**src/rtl/pwm_tone_seq_if.sv**
```systemverilog
// Signal bundle between the tone sequencer and its surroundings: frame pacing
// and melody select in, PWM audio plus playback status out.
interface pwm_tone_seq_if;
    logic       frame_tick;
    logic [1:0] audio_select;
    logic       pwm_out;
    logic [2:0] note_idx;
    logic       playing;

    // Side that drives the sequencer (timing stage / control logic).
    modport master (
        output frame_tick,
        output audio_select,
        input  pwm_out,
        input  note_idx,
        input  playing
    );

    // The sequencer itself.
    modport slave (
        input  frame_tick,
        input  audio_select,
        output pwm_out,
        output note_idx,
        output playing
    );
endinterface

```
**src/rtl/pwm_tone_seq.sv**
```systemverilog
// 8-step melody sequencer producing a square-wave tone through a 1-bit PWM.
// The note changes every NOTE_FRAMES video frames. Volume starts at full
// scale on each note and decays on every frame of that note. The decayed
// volume sets the PWM duty while the tone square wave is high.
module pwm_tone_seq #(
    parameter int NOTE_FRAMES = 15,
    parameter int VOL_DECAY   = 8
) (
    input  logic            clk,
    input  logic            rst,
    pwm_tone_seq_if.slave   bus
);

    localparam int FW = (NOTE_FRAMES > 1) ? $clog2(NOTE_FRAMES) : 1;
    localparam logic [FW-1:0] FRAME_LAST = FW'(NOTE_FRAMES - 1);

    typedef enum logic {
        ST_IDLE = 1'b0,
        ST_PLAY = 1'b1
    } state_t;

    // Note code for a melody step; code 0 is a rest.
    function automatic logic [3:0] melody_code(input logic [1:0] sel,
                                               input logic [2:0] idx);
        logic [3:0] code;
        case (sel)
            2'b01:   code = {1'b0, idx} + 4'd1;
            2'b10:   code = 4'd8 - {1'b0, idx};
            2'b11: begin
                case (idx)
                    3'd0:    code = 4'd1;
                    3'd2:    code = 4'd3;
                    3'd4:    code = 4'd5;
                    3'd6:    code = 4'd8;
                    default: code = 4'd0;
                endcase
            end
            default: code = 4'd0;
        endcase
        return code;
    endfunction

    // Tone half-period in clk cycles (C4..C5 at 25.175 MHz); 0 for a rest.
    function automatic logic [15:0] half_period(input logic [3:0] code);
        logic [15:0] hp;
        case (code)
            4'd1:    hp = 16'd48112;
            4'd2:    hp = 16'd42864;
            4'd3:    hp = 16'd38187;
            4'd4:    hp = 16'd36044;
            4'd5:    hp = 16'd32111;
            4'd6:    hp = 16'd28608;
            4'd7:    hp = 16'd25487;
            4'd8:    hp = 16'd24056;
            default: hp = 16'd0;
        endcase
        return hp;
    endfunction

    state_t         state_q, state_d;
    logic [1:0]     sel_q, sel_d;
    logic [2:0]     note_idx_q, note_idx_d;
    logic [FW-1:0]  frame_cnt_q, frame_cnt_d;
    logic [15:0]    tone_cnt_q, tone_cnt_d;
    logic           phase_q, phase_d;
    logic [7:0]     volume_q, volume_d;
    logic [7:0]     pwm_cnt_q, pwm_cnt_d;
    logic           pwm_out_q, pwm_out_d;

    logic           chg_s;
    logic           playing_s;
    logic [3:0]     code_s;
    logic [15:0]    hp_s;

    // A select change is any difference between the registered and live select.
    always_comb begin
        chg_s  = (sel_q != bus.audio_select);
        code_s = melody_code(sel_q, note_idx_q);
        hp_s   = half_period(code_s);
    end

    // FSM state register.
    always_ff @(posedge clk) begin
        if (rst) begin
            state_q <= ST_IDLE;
        end else begin
            state_q <= state_d;
        end
    end

    // FSM next state: a change to 00 mutes, a change to any nonzero select plays.
    always_comb begin
        state_d = state_q;
        case (state_q)
            ST_IDLE: begin
                if (chg_s && (bus.audio_select != 2'b00)) begin
                    state_d = ST_PLAY;
                end else begin
                    state_d = ST_IDLE;
                end
            end
            ST_PLAY: begin
                if (chg_s && (bus.audio_select == 2'b00)) begin
                    state_d = ST_IDLE;
                end else begin
                    state_d = ST_PLAY;
                end
            end
            default: state_d = ST_IDLE;
        endcase
    end

    // FSM outputs: the playing flag is a decode of the state register.
    always_comb begin
        playing_s = 1'b0;
        case (state_q)
            ST_IDLE: playing_s = 1'b0;
            ST_PLAY: playing_s = 1'b1;
            default: playing_s = 1'b0;
        endcase
    end

    // Datapath next values: a select change overrides everything, including a
    // coincident frame_tick; the last frame of a note advances to the next step.
    always_comb begin
        sel_d       = bus.audio_select;
        note_idx_d  = note_idx_q;
        frame_cnt_d = frame_cnt_q;
        tone_cnt_d  = tone_cnt_q;
        phase_d     = phase_q;
        volume_d    = volume_q;
        pwm_cnt_d   = pwm_cnt_q + 8'd1;
        pwm_out_d   = playing_s & (code_s != 4'd0) & phase_q & (pwm_cnt_q < volume_q);

        if (chg_s) begin
            note_idx_d  = 3'd0;
            frame_cnt_d = '0;
            tone_cnt_d  = 16'd0;
            phase_d     = 1'b0;
            volume_d    = 8'd255;
        end else if (playing_s) begin
            if (bus.frame_tick && (frame_cnt_q == FRAME_LAST)) begin
                frame_cnt_d = '0;
                note_idx_d  = note_idx_q + 3'd1;
                volume_d    = 8'd255;
                tone_cnt_d  = 16'd0;
                phase_d     = 1'b0;
            end else begin
                if (bus.frame_tick) begin
                    frame_cnt_d = frame_cnt_q + FW'(1);
                    // Saturating decay so a long note never wraps back to loud.
                    if (int'(volume_q) > VOL_DECAY) begin
                        volume_d = volume_q - 8'(VOL_DECAY);
                    end else begin
                        volume_d = 8'd0;
                    end
                end else begin
                    frame_cnt_d = frame_cnt_q;
                end

                if (code_s == 4'd0) begin
                    tone_cnt_d = 16'd0;
                end else if (tone_cnt_q == (hp_s - 16'd1)) begin
                    tone_cnt_d = 16'd0;
                    phase_d    = ~phase_q;
                end else begin
                    tone_cnt_d = tone_cnt_q + 16'd1;
                end
            end
        end else begin
            note_idx_d  = 3'd0;
            frame_cnt_d = '0;
            tone_cnt_d  = 16'd0;
            phase_d     = 1'b0;
        end
    end

    // Datapath registers with synchronous reset to a silent, idle state.
    always_ff @(posedge clk) begin
        if (rst) begin
            sel_q       <= 2'b00;
            note_idx_q  <= 3'd0;
            frame_cnt_q <= '0;
            tone_cnt_q  <= 16'd0;
            phase_q     <= 1'b0;
            volume_q    <= 8'd0;
            pwm_cnt_q   <= 8'd0;
            pwm_out_q   <= 1'b0;
        end else begin
            sel_q       <= sel_d;
            note_idx_q  <= note_idx_d;
            frame_cnt_q <= frame_cnt_d;
            tone_cnt_q  <= tone_cnt_d;
            phase_q     <= phase_d;
            volume_q    <= volume_d;
            pwm_cnt_q   <= pwm_cnt_d;
            pwm_out_q   <= pwm_out_d;
        end
    end

    assign bus.pwm_out  = pwm_out_q;
    assign bus.note_idx = note_idx_q;
    assign bus.playing  = playing_s;

endmodule

```
**src/flat_wrapper.sv**
```systemverilog
// flat-port wrapper written by rule: the top's interface ports become plain ports
module pwm_tone_seq_flat 
#(
    parameter int NOTE_FRAMES = 15,
    parameter int VOL_DECAY   = 8
)
  (clk, rst, bus_frame_tick, bus_audio_select, bus_pwm_out, bus_note_idx, bus_playing);
  pwm_tone_seq_if bus_i ();
  input  logic clk;
  input  logic rst;
  input wire logic [$bits(bus_i.frame_tick)-1:0] bus_frame_tick;
  input wire logic [$bits(bus_i.audio_select)-1:0] bus_audio_select;
  output wire logic [$bits(bus_i.pwm_out)-1:0] bus_pwm_out;
  output wire logic [$bits(bus_i.note_idx)-1:0] bus_note_idx;
  output wire logic [$bits(bus_i.playing)-1:0] bus_playing;
  assign bus_i.frame_tick = bus_frame_tick;
  assign bus_i.audio_select = bus_audio_select;
  assign bus_pwm_out = bus_i.pwm_out;
  assign bus_note_idx = bus_i.note_idx;
  assign bus_playing = bus_i.playing;
  pwm_tone_seq #(.NOTE_FRAMES(NOTE_FRAMES), .VOL_DECAY(VOL_DECAY)) u_core (.clk(clk), .rst(rst), .bus(bus_i));
endmodule
```
**config.mk**
```make
export PLATFORM = sky130hd
export DESIGN_NAME = pwm_tone_seq_flat
export DESIGN_NICKNAME = d
export VERILOG_FILES = /design/src/rtl/pwm_tone_seq_if.sv /design/src/rtl/pwm_tone_seq.sv /design/src/flat_wrapper.sv
export SDC_FILE = /design/constraint.sdc
export NUM_CORES = 1
export LEC_CHECK = 0
export BUFFER_PORTS_ARGS = -buffer_cell sky130_fd_sc_hd__buf_4
export CORE_MARGIN = 5
export CORE_UTILIZATION = 42
export DETAILED_ROUTE_END_ITERATION = 8
export PLACE_DENSITY_LB_ADDON = 0.05
export RECOVER_POWER = 50
export SETUP_SLACK_MARGIN = 0.02
export SYNTH_ARGS = -nofsm -noshare
export SYNTH_HDL_FRONTEND = slang
export SYNTH_SLANG_ARGS = --single-unit
export TNS_END_PERCENT = 50
```
**constraint.sdc**
```tcl
create_clock -name clk -period 4.9 [get_ports clk]
set_clock_uncertainty 0.15 [all_clocks]
set_input_delay 0.98 -clock clk [delete_from_list [all_inputs] [get_ports clk]]
set_output_delay 0.98 -clock clk [all_outputs]
set_load 0.005 [all_outputs]
```
[Yosys cells after proc, flatten, opt, wreduce, memory -nomap -nowiden]
Memories as Yosys holds them, arrays and structs flattened.
Index checks and enable logic that the tools add are counted.
Cells by class
  $mul: 0
  $add $sub $neg: 8
  bitwise gates (word level): 7
  equality and inequality tests: 9
  mux-type cells: 11
  shift-type cells: 0
  reduce and logical (&&, ||, !) cells: 15
  magnitude comparators: 2
  div/mod/pow operators: 0
Operator list (number)
  $mux 8: 5
  $add 16x1->16 const B: 1
  $eq 16x16->1: 1
  $pmux 4 s4: 1
  $sub 16x1->16 const B: 1
  $pmux 4 s3: 1
  $add 8x1->8 const B: 1
  $gt 8x4->1 const B: 1
  $lt 8x8->1: 1
  $sub 8x4->8 const B: 1
  $eq 3x3->1 const B: 2
  $reduce_or 6->1: 1
  $add 3x1->4 const B: 1
  $add 4x1->4 const B: 1
  $eq 2x2->1 const B: 2
  $eq 4x4->1 const B: 1
  $logic_not 4->1: 1
  $not 1->1: 4
  $pmux 1 s2: 2
  $reduce_and 2->1: 2
  $reduce_bool 2->1: 2
  $reduce_bool 4->1: 1
  $reduce_or 4->1: 1
  $sub 4x3->4 const A: 1
  11 further kinds: 16
Storage, ports and cells
  bits in latches: 0
  memories kept: 1
  word-level logic and storage cells: 62
  bits in writable memories: 0
  ROM bits: 256
  register bits: 44
  input bits: 5
Memories
  (no name shown): depth 16, width 16, read ports 1, clocked after Yosys merged registers in 0, write ports 0, RTL line pwm_tone_seq.sv:46  | case (code)

[Logic depth before layout (Yosys ltp)]
Gate-level depths: netlist of run 1.
  depth in word-level cells: 7
  gate-level depth with buffers: 18
  gate-level depth less buffers: 16

[Worst setup path before layout of run 1]
OpenSTA, ideal clock, no wires.
  path kind: flip-flop to flip-flop
  start point: register u_core.note_idx_q[0] (netlist: u_core.bus.note_idx[0])
  end point: register u_core.phase_q
  path slack: 0.653 ns
  required time: 4.680 ns
  buffers on the path: 1
  library setup time: 0.070 ns
  arrival time: 4.026 ns
  period minus slack after synthesis: 4.247 ns
  stages on the path, launching flop included: 17
  cell sequence: dfxtp_1 inv_1 ha_1 ha_1 o41a_1 buf_6 inv_4 ha_1 inv_1 o32a_1 a211oi_2 nor4_1 a211o_1 a211oi_2 nand4_1 or4b_1 a21oi_1
Between the ends
  longest elaborated chain between the ends: 7
  elaborated cells between the ends (all ways): 14
  classes of those cells: add/sub (3); eq/ne (4); mux (2); bitwise (1); reduce/logical (3); memory (1)
RTL lines
  start, declared: RTL line pwm_tone_seq.sv:62  | logic [2:0] note_idx_q, note_idx_d;
  start signal, assigned: RTL line pwm_tone_seq.sv:191  | note_idx_q <= note_idx_d;
  parallel branches: the longest is 2 deep, another holds $sub 4x3->4
  $pmux 4 s3 (*): RTL line pwm_tone_seq.sv:26  | case (sel)
  $mem_v2 16x16
  $sub 16x1->16: RTL line pwm_tone_seq.sv:163  | end else if (tone_cnt_q == (hp_s - 16'd1)) begin
  $eq 16x16->1: RTL line pwm_tone_seq.sv:163
  $reduce_and 2->1 (no source line) (*)
  end signal, assigned: RTL line pwm_tone_seq.sv:194  | phase_q <= phase_d;
  end, declared: RTL line pwm_tone_seq.sv:65  | logic phase_q, phase_d;
Every way passes the cells marked *.
A chain may end at the register's enable or synchronous reset.

[Worst setup path after layout of run 1]
Ends and elaborated chain as after synthesis.

==> impl_metrics.json, run 1 <==
{
  "status": "finished clean",
  "ys_types": 75,
  "drt-initial-drc-count": 177,
  "ir_worst_vdd_mv": 0.1096,
  "synth_top_cell_by_area": "dfxtp_1",
  "fin_nets": 450,
  "clk_path_buf_depth": 2,
  "critPathSlowestCell": "o41a_1",
  "powerDensity_mw_per_mm2": 238.3,
  "synth.area.top_cells": "dfxtp_1 25%, ha_1 9.4%, nor2_1 5.4%",
  "slew_violations": 0,
  "rrSetupSlack_ns": 0.30,
  "synth.most_common_cell": "nor2_1",
  "cts_resized": 0,
  "rsz0062_at_grt": "no",
  "async_flop_share_pct": 0,
  "dieArea_sq_mm": 0.009815,
  "syn_nets": 442,
  "root_buffer": "clkbuf_8",
  "fin_crit_ns": 4.602,
  "dp_cells": 515,
  "io_pins": 10,
  "crit_path_cell_trace": "inv_1, ha_1, ha_1, o41a_1, buf_4, ha_1, nand2_1, a31o_2, ha_1, inv_1, or3_4, a2111oi_4, a211oi_2, nor2_1, or4b_1, a21oi_1",
  "cp.arrival_ns": 4.68,
  "cts_tree": "done",
  "fp-row-count": 32,
  "drv_cap": 0,
  "drc_errors": 0,
  "ys.flop_type": "dfxtp_1",
  "tightest_slew_ns": 0.9551,
  "fin_util_pct": 46.71,
  "timing.rr.end": "u_core.phase_q$_SDFFE_PP0P_",
  "filler_cell_count": 771,
  "path_class": "reg -> reg",
  "endpoint": "u_core.phase_q$_SDFFE_PP0P_",
  "setup_tns_ns": 0,
  "crit_start": "u_core.bus.note_idx[0]$_SDFFE_PP0P_",
  "antenna_found_initial": 0,
  "initial_core_util_pct": 43.12,
  "overflow": 0,
  "required_ns": 4.98,
  "num_vias": 2960,
  "setup_viol": 0,
  "fp.coreArea_sq_mm": 0.007727,
  "die_x_um": 99.07,
  "synth-edff-count": 0,
  "slew_headroom_pct": 36.09,
  "critical-path-top-delay-family": "compound AO/OA/AOI/OAI gates",
  "crit_top_cell": "ha_1",
  "cts_hold_buf": 0,
  "worst-path-stages": 16,
  "fin_crit_sh_pct": 93.92,
  "drtAntennaViolNets": 0,
  "grt_pass1_wl_mm": 13.49,
  "insertedDiodeCount": 0,
  "ff2ff_path_depth": 16,
  "critPathMaxFanout": 12,
  "layout-drive-gt1-share_pct": 10.45,
  "grt_max_degree": 19,
  "numCtsBuffers": 5,
  "path_buf_inv": 3,
  "via_per_inst": 5.660,
  "synth.avg_cell_area_sq_um": 8.087,
  "yosysWarningCount": 0,
  "critPathLaunchType": "register",
  "seq_area_frac_synth_pct": 25.23,
  "crit_path_end_kind": "register",
  "final_cells": 523,
  "firstDrtPassIters": 4,
  "fmax_mhz": 217.3,
  "min_path_type": "reg -> reg",
  "gp_congestion": 0.8653,
  "synth_seq_cells": 42,
  "r2r_start": "u_core.bus.note_idx[0]$_SDFFE_PP0P_",
  "hold_viol": 0,
  "grt_pass1_vias": 2746,
  "grt_usage_pct": 16.61,
  "synth_common_cells": "48 x nor2_1, 42 x dfxtp_1, 28 x nand2_1",
  "dp_hpwl_mm": 6.037,
  "synth_top_area_share_pct": 25.23,
  "syn_to_final_growth_pct": 8.336,
  "synth_area_sq_mm": 0.003332,
  "clkSinkCount": 42,
  "io_buffers": 9,
  "die_h_um": 99.07,
  "wl_mm": 7.881,
  "wl_per_cell_um": 15.07,
  "synthCells": 412,
  "power_leakage_nw": 1.287,
  "post_cts_buffers": 0,
  "crit_path_max_incr_delay_ns": 0.47,
  "clk_pin_slew_ns": 0.09,
  "clkLatencyLatePin_ns": 0.30,
  "htree_levels": 2
}
## power breakdown
| group | internal [mW] | switching [mW] | leakage [nW] |
|---|---|---|---|
| clock | 0.204 | 0.129 | 0.0683 |
| sequential | 0.351 | 0.0110 | 0.342 |
| combinational | 0.0626 | 0.103 | 0.877 |
## area by class of cell
cell class,count,area [sq um],area share [%]
Tap cell,102,127.6,3.536
Sequential cell,42,840.8,23.29
Clock inverter,3,68.82,1.906
Multi-Input combinational cell,331,2310,63.99
Timing Repair Buffer,14,93.84,2.600
Clock buffer,5,68.82,1.906
Inverter,26,100.1,2.773
## logic make-up (layout without fill, tap and decap cells)
family | after synthesis | after routing | synth area share (%)
flops | 42 | 42 | 25.23
fa+ha+maj | 25 | 25 | 9.388
xor+xnor | 40 | 40 | 10.51
mux | 3 | 3 | 0.9388
buf+inv | 39 | 48 | 5.445
simple gates | 166 | 166 | 26.29
compound gates | 97 | 97 | 22.19
## registers in the layout, summed over array words and instances (netlist names), named ones only
register,flops
u_core.tone_cnt_q,16
u_core.phase_q,1
u_core.bus.pwm_out,1
u_core.sel_q,2
u_core.bus.note_idx,3
u_core.frame_cnt_q,4
u_core.pwm_cnt_q,8
u_core.volume_q,6
## how the worst min path moves through the flow
| stage | from | endpoint | cells after the start |
|---|---|---|---|
| after global routing | u_core.volume_q[1]$_SDFFE_PP0P_ | u_core.volume_q[1]$_SDFFE_PP0P_ | 2 |
| after global placement | u_core.pwm_cnt_q[0]$_SDFF_PP0_ | u_core.pwm_cnt_q[0]$_SDFF_PP0_ | 1 |
| after detailed placement | u_core.pwm_cnt_q[0]$_SDFF_PP0_ | u_core.pwm_cnt_q[0]$_SDFF_PP0_ | 1 |
| final | u_core.pwm_cnt_q[0]$_SDFF_PP0_ | u_core.pwm_cnt_q[0]$_SDFF_PP0_ | 1 |
| after floorplan | u_core.pwm_cnt_q[0]$_SDFF_PP0_ | u_core.pwm_cnt_q[0]$_SDFF_PP0_ | 1 |
| after CTS | u_core.pwm_cnt_q[0]$_SDFF_PP0_ | u_core.pwm_cnt_q[0]$_SDFF_PP0_ | 1 |
## cell usage in the layout, fill, tap and decap left out, drive strengths merged, types with 3 or more instances in the layout
cell    count
nor2b       6
clkbuf     12
nor3        7
dfxtp      42
a221oi      6
ha         25
a31oi       3
nand3b      4
and4        3
or3         3
o22ai       4
nor4        6
inv        26
o21a        3
a41oi       3
o31ai       3
o211ai      3
xor2       20
nand3      24
o21ai      21
xnor2      20
nand4      12
or2         5
buf         7
nand2      29
a211oi      8
nand2b     10
nor2       49
a21oi      17
## metal layers
metal	global-route usage [%]	vias up	share of wire (%)
met5	0	-	0
li1	-	1512	-
met4	4.622	0	1.7
met1	23.40	1376	49
met3	2.123	10	3.9
met2	26.55	62	45
## stage by stage
stage | total power, mW | hold WS (ns) | setup WS, ns | instance area (sq um)
6_report | 0.8603 | 0.3166 | 0.2981 | 3610
3_3_place_gp | 0.5335 | 0.3001 | 0.3504 | 3483
5_1_grt | 0.9093 | 0.3680 | 0.06490 | 3610
2_1_floorplan | 0.4973 | 0.2723 | 0.6534 | 3332
4_1_cts | 0.8706 | 0.3237 | 0.3040 | 3621
3_5_place_dp | 0.5342 | 0.3010 | 0.3228 | 3483
No activity file was read; power rests on OpenSTA's default activity.
==> run 2: changes to the inputs <==
Settings changed: CORE_ASPECT_RATIO set to 1.4, SLEW_MARGIN set to 0.
==> run 2 against run 1 <==
  * Global-route usage grew 1.5 points
  * Sequential share of layout area barely moved
  * Non-clock buffer count unchanged
  * Flip-flop and latch count unchanged
  * Utilization down 0.20 points
  * Routed wire length is 6.2% higher
  * Power increased by 0.16%
  * Critical path depth stayed put
==> impl_metrics.json, run 2 (synthesized netlist as in run 1, its figures left out) <==
{
  "p_seq_share_pct": 42.0,
  "power_frac_comb_pct": 19.4,
  "drv_cap": 0,
  "largest_reg_flops": 16,
  "ir_worst_vdd_mv": 0.2022,
  "critPathLaunchType": "register",
  "clock_power_share_pct": 38.5,
  "setup_viol": 0,
  "top_register": "u_core.tone_cnt_q",
  "grt_pass1_wl_mm": 14.19,
  "p_sw_share_pct": 28.30,
  "critPathMaxFanout": 11,
  "drc_errors": 0,
  "final_cell_mix": "48 x nor2_1, 42 x dfxtp_1, 28 x nand2_1, 25 x ha_1",
  "fin_nets": 450,
  "overflow": 0,
  "filler_cell_count": 805,
  "clk_pin_slew_ns": 0.09,
  "grt_max_degree": 19,
  "gp_congestion": 0.9565,
  "crit_path_end_kind": "register",
  "powerDensity_mw_per_mm2": 239.0,
  "wl_per_cell_um": 16.06,
  "min_path_type": "reg -> reg",
  "die_h_um": 115.4,
  "switchingPower_mw": 0.2439,
  "drtAntennaViolNets": 0,
  "rsz0062_at_grt": "yes",
  "required_ns": 4.99,
  "path_class": "reg -> reg",
  "num_vias": 2995,
  "reg.largest.list": "u_core.tone_cnt_q x16, u_core.pwm_cnt_q x8, u_core.volume_q x6",
  "power_leakage_nw": 1.283,
  "seq_area_sq_um": 840.8,
  "grt_pass1_vias": 2877,
  "clkLatencyLatePin_ns": 0.30,
  "layout_commonest_cell": "nor2_1",
  "hold_viol": 0,
  "pre_cts_slack_ns": 0.2747,
  "dieArea_sq_mm": 0.009839,
  "io_pins": 10,
  "initial_core_util_pct": 42.99,
  "via_per_inst": 5.749,
  "drt-initial-drc-count": 182,
  "fmax_mhz": 216.6,
  "antenna_found_initial": 0,
  "die_x_um": 85.28,
  "cts_hold_buf": 0,
  "io_buffers": 9,
  "setup_tns_ns": 0,
  "root_buffer": "clkbuf_8",
  "numCtsBuffers": 5,
  "dp_hpwl_mm": 6.522,
  "fp-row-count": 38,
  "multi_input_area_sq_mm": 0.002311,
  "fp.coreArea_sq_mm": 0.007750,
  "slew_violations": 0,
  "p_int_mw": 0.6178,
  "firstDrtPassIters": 4,
  "cp.arrival_ns": 4.71,
  "insertedDiodeCount": 0,
  "fin_crit_sh_pct": 94.21,
  "slew_headroom_pct": 33.48,
  "htree_levels": 2,
  "layout-drive-gt1-share_pct": 10.45,
  "final_cells": 521,
  "clk_path_buf_depth": 2,
  "status": "finished clean",
  "grt_usage_pct": 18.06,
  "tightest_slew_ns": 0.9941,
  "dp_cells": 513,
  "fin_crit_ns": 4.616,
  "syn_to_final_growth_pct": 8.186,
  "clkSinkCount": 42,
  "wl_mm": 8.368,
  "cts_tree": "done",
  "setup_ws_ns": 0.2835
}
==> run 2: cell counts in the layout (fill, tap and decap cells not counted) <==
No cell type changed its count.
==> run 2: power by group through the flow <==
stage / logic (mW) / clock network (mW) / registers (mW)
final: 0.168 / 0.332 / 0.362
after global routing: 0.188 / 0.357 / 0.364
after CTS: 0.168 / 0.343 / 0.362
after detailed placement: 0.167 / 0 / 0.370
after global placement: 0.167 / 0 / 0.370
after floorplan: 0.131 / 0 / 0.366
==> run 2: area by class of cell <==
class,instances,share of cell area [%]
multi-input combinational,331,64.11
sequential,42,23.33
tap,100,3.471
inverter,26,2.777
timing repair buffer,14,2.499
clock buffer,5,1.909
clock inverter,3,1.909
==> run 2: layer usage <==
layer / up-vias / share of wire [%] / GRT usage, %
met5: - / 0 / 0
met1: 1411 / 43 / 21.47
met4: 0 / 3.7 / 9.609
met3: 18 / 3.1 / 2.867
li1: 1506 / - / -
met2: 60 / 50 / 31.02
==> run 2: what timing repair did <==
| action | in CTS | in global routing |
|---|---|---|
| buffers inserted | 0 | 0 |
| endpoints found under the setup margin | 0 | 14 |
| resized for setup | 0 | 1 |
==> run 2: worst max-delay path: stages, from the launching register on <==
cell and delay [ns]:
dfxtp_1 0.46, inv_1 0.13, ha_1 0.26, ha_1 0.19, o41a_1 0.49, buf_4 0.22
ha_1 0.34, nand2_1 0.10, a31o_2 0.19, ha_1 0.31, inv_1 0.12, or3_4 0.45
a2111oi_4 0.30, a211oi_2 0.18, nor2_1 0.10, or4b_1 0.43, a21oi_1 0.14
==> run 2: final timing paths <==
check / startpoint / to / slack [ns] / cells past startpoint
setup / recovery: u_core.bus.note_idx[0]$_SDFFE_PP0P_ / u_core.phase_q$_SDFFE_PP0P_ / 0.28 / 16
hold / removal: u_core.pwm_cnt_q[0]$_SDFF_PP0_ / u_core.pwm_cnt_q[0]$_SDFF_PP0_ / 0.32 / 1
setup reg to reg: u_core.bus.note_idx[0]$_SDFFE_PP0P_ / u_core.phase_q$_SDFFE_PP0P_ / 0.28 / 16
hold reg to reg: u_core.pwm_cnt_q[0]$_SDFF_PP0_ / u_core.pwm_cnt_q[0]$_SDFF_PP0_ / 0.32 / 1
==> run 2: metrics by stage <==
step,hold slack [ns],utilization [%],cell area (sq um),power [mW]
floorplan,0.2723,-,3332,0.4973
global placement,0.2914,44.91,3481,0.5370
detailed placement,0.3028,44.91,3481,0.5372
CTS,0.3247,46.69,3618,0.8736
global route,0.3582,46.51,3605,0.9089
finish,0.3168,46.51,3605,0.8617
==> run 3: changes to the inputs <==
Settings changed: BUFFER_PORTS_ARGS -buffer_cell sky130_fd_sc_hd__buf_4 to not set, DONT_BUFFER_PORTS set to 1.
==> run 3 against run 2 <==
  * Clock power is 32% lower
  * Flip-flop and latch count unchanged
  * Routed wire length down 0.25%
  * Die area unchanged
  * Critical path type unchanged
  * Largest power group unchanged
==> impl_metrics.json, run 3 (synthesized netlist as in run 1, its figures left out) <==
{
  "status": "finished clean",
  "io_pins": 10,
  "die_h_um": 115.4,
  "drc_errors": 0,
  "dp_hpwl_mm": 6.510,
  "power_frac_comb_pct": 21.5,
  "numCtsBuffers": 5,
  "critPathSlowestCell": "o41a_1",
  "final_cell_mix": "48 x nor2_1, 41 x dfxtp_1, 28 x nand2_1, 25 x ha_1",
  "gr-usage-met3_pct": 2.509,
  "seq_area_sq_um": 842.1,
  "crit_path_cell_trace": "inv_1, ha_1, ha_1, o41a_1, buf_4, ha_1, nand2_1, a31o_2, ha_1, inv_1, or3_4, a2111oi_4, a211oi_2, nor2_1, or4b_1, a21oi_1",
  "rsz0062_at_grt": "no",
  "endpoint": "u_core.phase_q$_SDFFE_PP0P_",
  "fp-row-count": 38,
  "dieArea_sq_mm": 0.009839,
  "path_class": "reg -> reg",
  "power_leakage_nw": 1.229,
  "slew_violations": 0,
  "clkLatencyLatePin_ns": 0.30,
  "wl_per_cell_um": 16.24,
  "via_per_inst": 5.877,
  "min_path_type": "reg -> reg",
  "filler_cell_count": 805,
  "p_seq_share_pct": 48.3,
  "io_buffers": 0,
  "firstDrtPassIters": 4,
  "critPathMaxFanout": 10,
  "grt_use_met1_pct": 21.42,
  "die_x_um": 85.28,
  "dp_cells": 506,
  "drv_cap": 0,
  "fin_crit_ns": 4.631,
  "critPathLaunchType": "register",
  "fin_crit_sh_pct": 94.51,
  "r2r_start": "u_core.bus.note_idx[0]$_SDFFE_PP0P_",
  "clock_power_share_pct": 30.3,
  "multi_input_area_sq_mm": 0.002310,
  "fp.coreArea_sq_mm": 0.007750,
  "drt-initial-drc-count": 185,
  "grt.busiest_layer": "met2",
  "crit_start": "u_core.bus.note_idx[0]$_SDFFE_PP0P_",
  "p_int_mw": 0.5113,
  "reg.largest.list": "u_core.tone_cnt_q x16, u_core.pwm_cnt_q x8, u_core.volume_q x6",
  "layout_commonest_cell": "nor2_1",
  "largest_reg_flops": 16,
  "timing.rr.end": "u_core.phase_q$_SDFFE_PP0P_",
  "wl_mm": 8.347,
  "slew_headroom_pct": 31.29,
  "syn_to_final_growth_pct": 5.295,
  "top_register": "u_core.tone_cnt_q",
  "ir_worst_vdd_mv": 0.1277,
  "powerDensity_mw_per_mm2": 213.9,
  "overflow": 0,
  "gp_congestion": 0.9014,
  "fmax_mhz": 215.9,
  "final_cells": 514,
  "clk_pin_slew_ns": 0.09,
  "clkSinkCount": 42,
  "crit_path_end_kind": "register",
  "drtAntennaViolNets": 0,
  "num_vias": 3021,
  "switchingPower_mw": 0.2392,
  "p_sw_share_pct": 31.87,
  "placed_area_sq_mm": 0.003428,
  "grt_use_met2_pct": 30.81,
  "tightest_slew_ns": 1.027,
  "crit_top_cell": "ha_1",
  "grt_max_degree": 19,
  "design_area_sq_mm": 0.003508,
  "insertedDiodeCount": 0,
  "fin_hold_ws_ns": 0.3178,
  "setup_viol": 0,
  "antenna_found_initial": 0,
  "cts_tree": "done",
  "cts_hold_buf": 0,
  "grt_pass1_vias": 2891,
  "layout-drive-gt1-share_pct": 9.179,
  "ff2ff_path_depth": 16,
  "grt_pass1_wl_mm": 14.06,
  "setup_tns_ns": 0,
  "hold_viol": 0,
  "root_buffer": "clkbuf_8",
  "clk_path_buf_depth": 2,
  "initial_core_util_pct": 42.99,
  "htree_levels": 2,
  "cp.arrival_ns": 4.72,
  "crit_path_max_incr_delay_ns": 0.55,
  "fin_nets": 443,
  "grt_usage_pct": 17.75,
  "required_ns": 4.99,
  "rrSetupSlack_ns": 0.27
}
run 3: area by class of cell:
cell class              count  area share [%]
inverters                  26           2.853
well taps                 100           3.566
multi-input cells         331           65.83
repair buffers              7           1.177
flip-flops and latches     42           24.00
clock inverters             3          0.6063
clock buffers               5           1.961
run 3: per-stage QoR:
| stage | utilization (%) | power, mW | setup WS [ns] |
|---|---|---|---|
| 6_report | 45.27 | 0.7505 | 0.2692 |
| 5_1_grt | 45.27 | 0.7996 | 0.02869 |
| 4_1_cts | 45.40 | 0.7595 | 0.1705 |
| 3_5_place_dp | 44.24 | 0.5296 | 0.1876 |
| 3_3_place_gp | 44.24 | 0.5309 | 0.2010 |
| 2_1_floorplan | - | 0.4973 | 0.6534 |
run 3: power by group through the flow:
| stage | sequential, mW | clock [mW] | combinational (mW) |
|---|---|---|---|
| 4_1_cts | 0.362 | 0.237 | 0.160 |
| 3_3_place_gp | 0.370 | 0 | 0.161 |
| 3_5_place_dp | 0.370 | 0 | 0.160 |
| 6_report | 0.362 | 0.227 | 0.161 |
| 2_1_floorplan | 0.366 | 0 | 0.131 |
| 5_1_grt | 0.364 | 0.256 | 0.180 |
run 3: critical path: cells and delay by family (launching register included):
kind,cells,cell delay (ns)
buffers and inverters,3,0.46
and+or+nand+nor,4,1.11
AOI/OAI and AO/OA,5,1.34
adders and majority gates,4,1.08
DFF,1,0.43
run 3: worst min path at each step:
stage	start	end	cells past startpoint
after floorplan	u_core.pwm_cnt_q[0]$_SDFF_PP0_	u_core.pwm_cnt_q[0]$_SDFF_PP0_	1
after global placement	u_core.pwm_cnt_q[0]$_SDFF_PP0_	u_core.pwm_cnt_q[0]$_SDFF_PP0_	1
after detailed placement	u_core.pwm_cnt_q[0]$_SDFF_PP0_	u_core.pwm_cnt_q[0]$_SDFF_PP0_	1
after CTS	u_core.pwm_cnt_q[0]$_SDFF_PP0_	u_core.pwm_cnt_q[0]$_SDFF_PP0_	1
after global routing	u_core.pwm_cnt_q[0]$_SDFF_PP0_	u_core.pwm_cnt_q[0]$_SDFF_PP0_	1
final	u_core.pwm_cnt_q[0]$_SDFF_PP0_	u_core.pwm_cnt_q[0]$_SDFF_PP0_	1
run 3: per-layer routing:
| metal | vias to the layer above | wire length (um) |
|---|---|---|
| met2 | 95 | 4156 |
| met1 | 1400 | 3536 |
| met3 | 23 | 353 |
| met4 | 0 | 301 |
| met5 | - | 0 |
| li1 | 1503 | - |
run 3: timing repair:
item	CTS	global route
endpoints found under the hold margin	0	0
buffers inserted	0	0
gates resized for setup	0	1
setup endpoints to repair	0	17
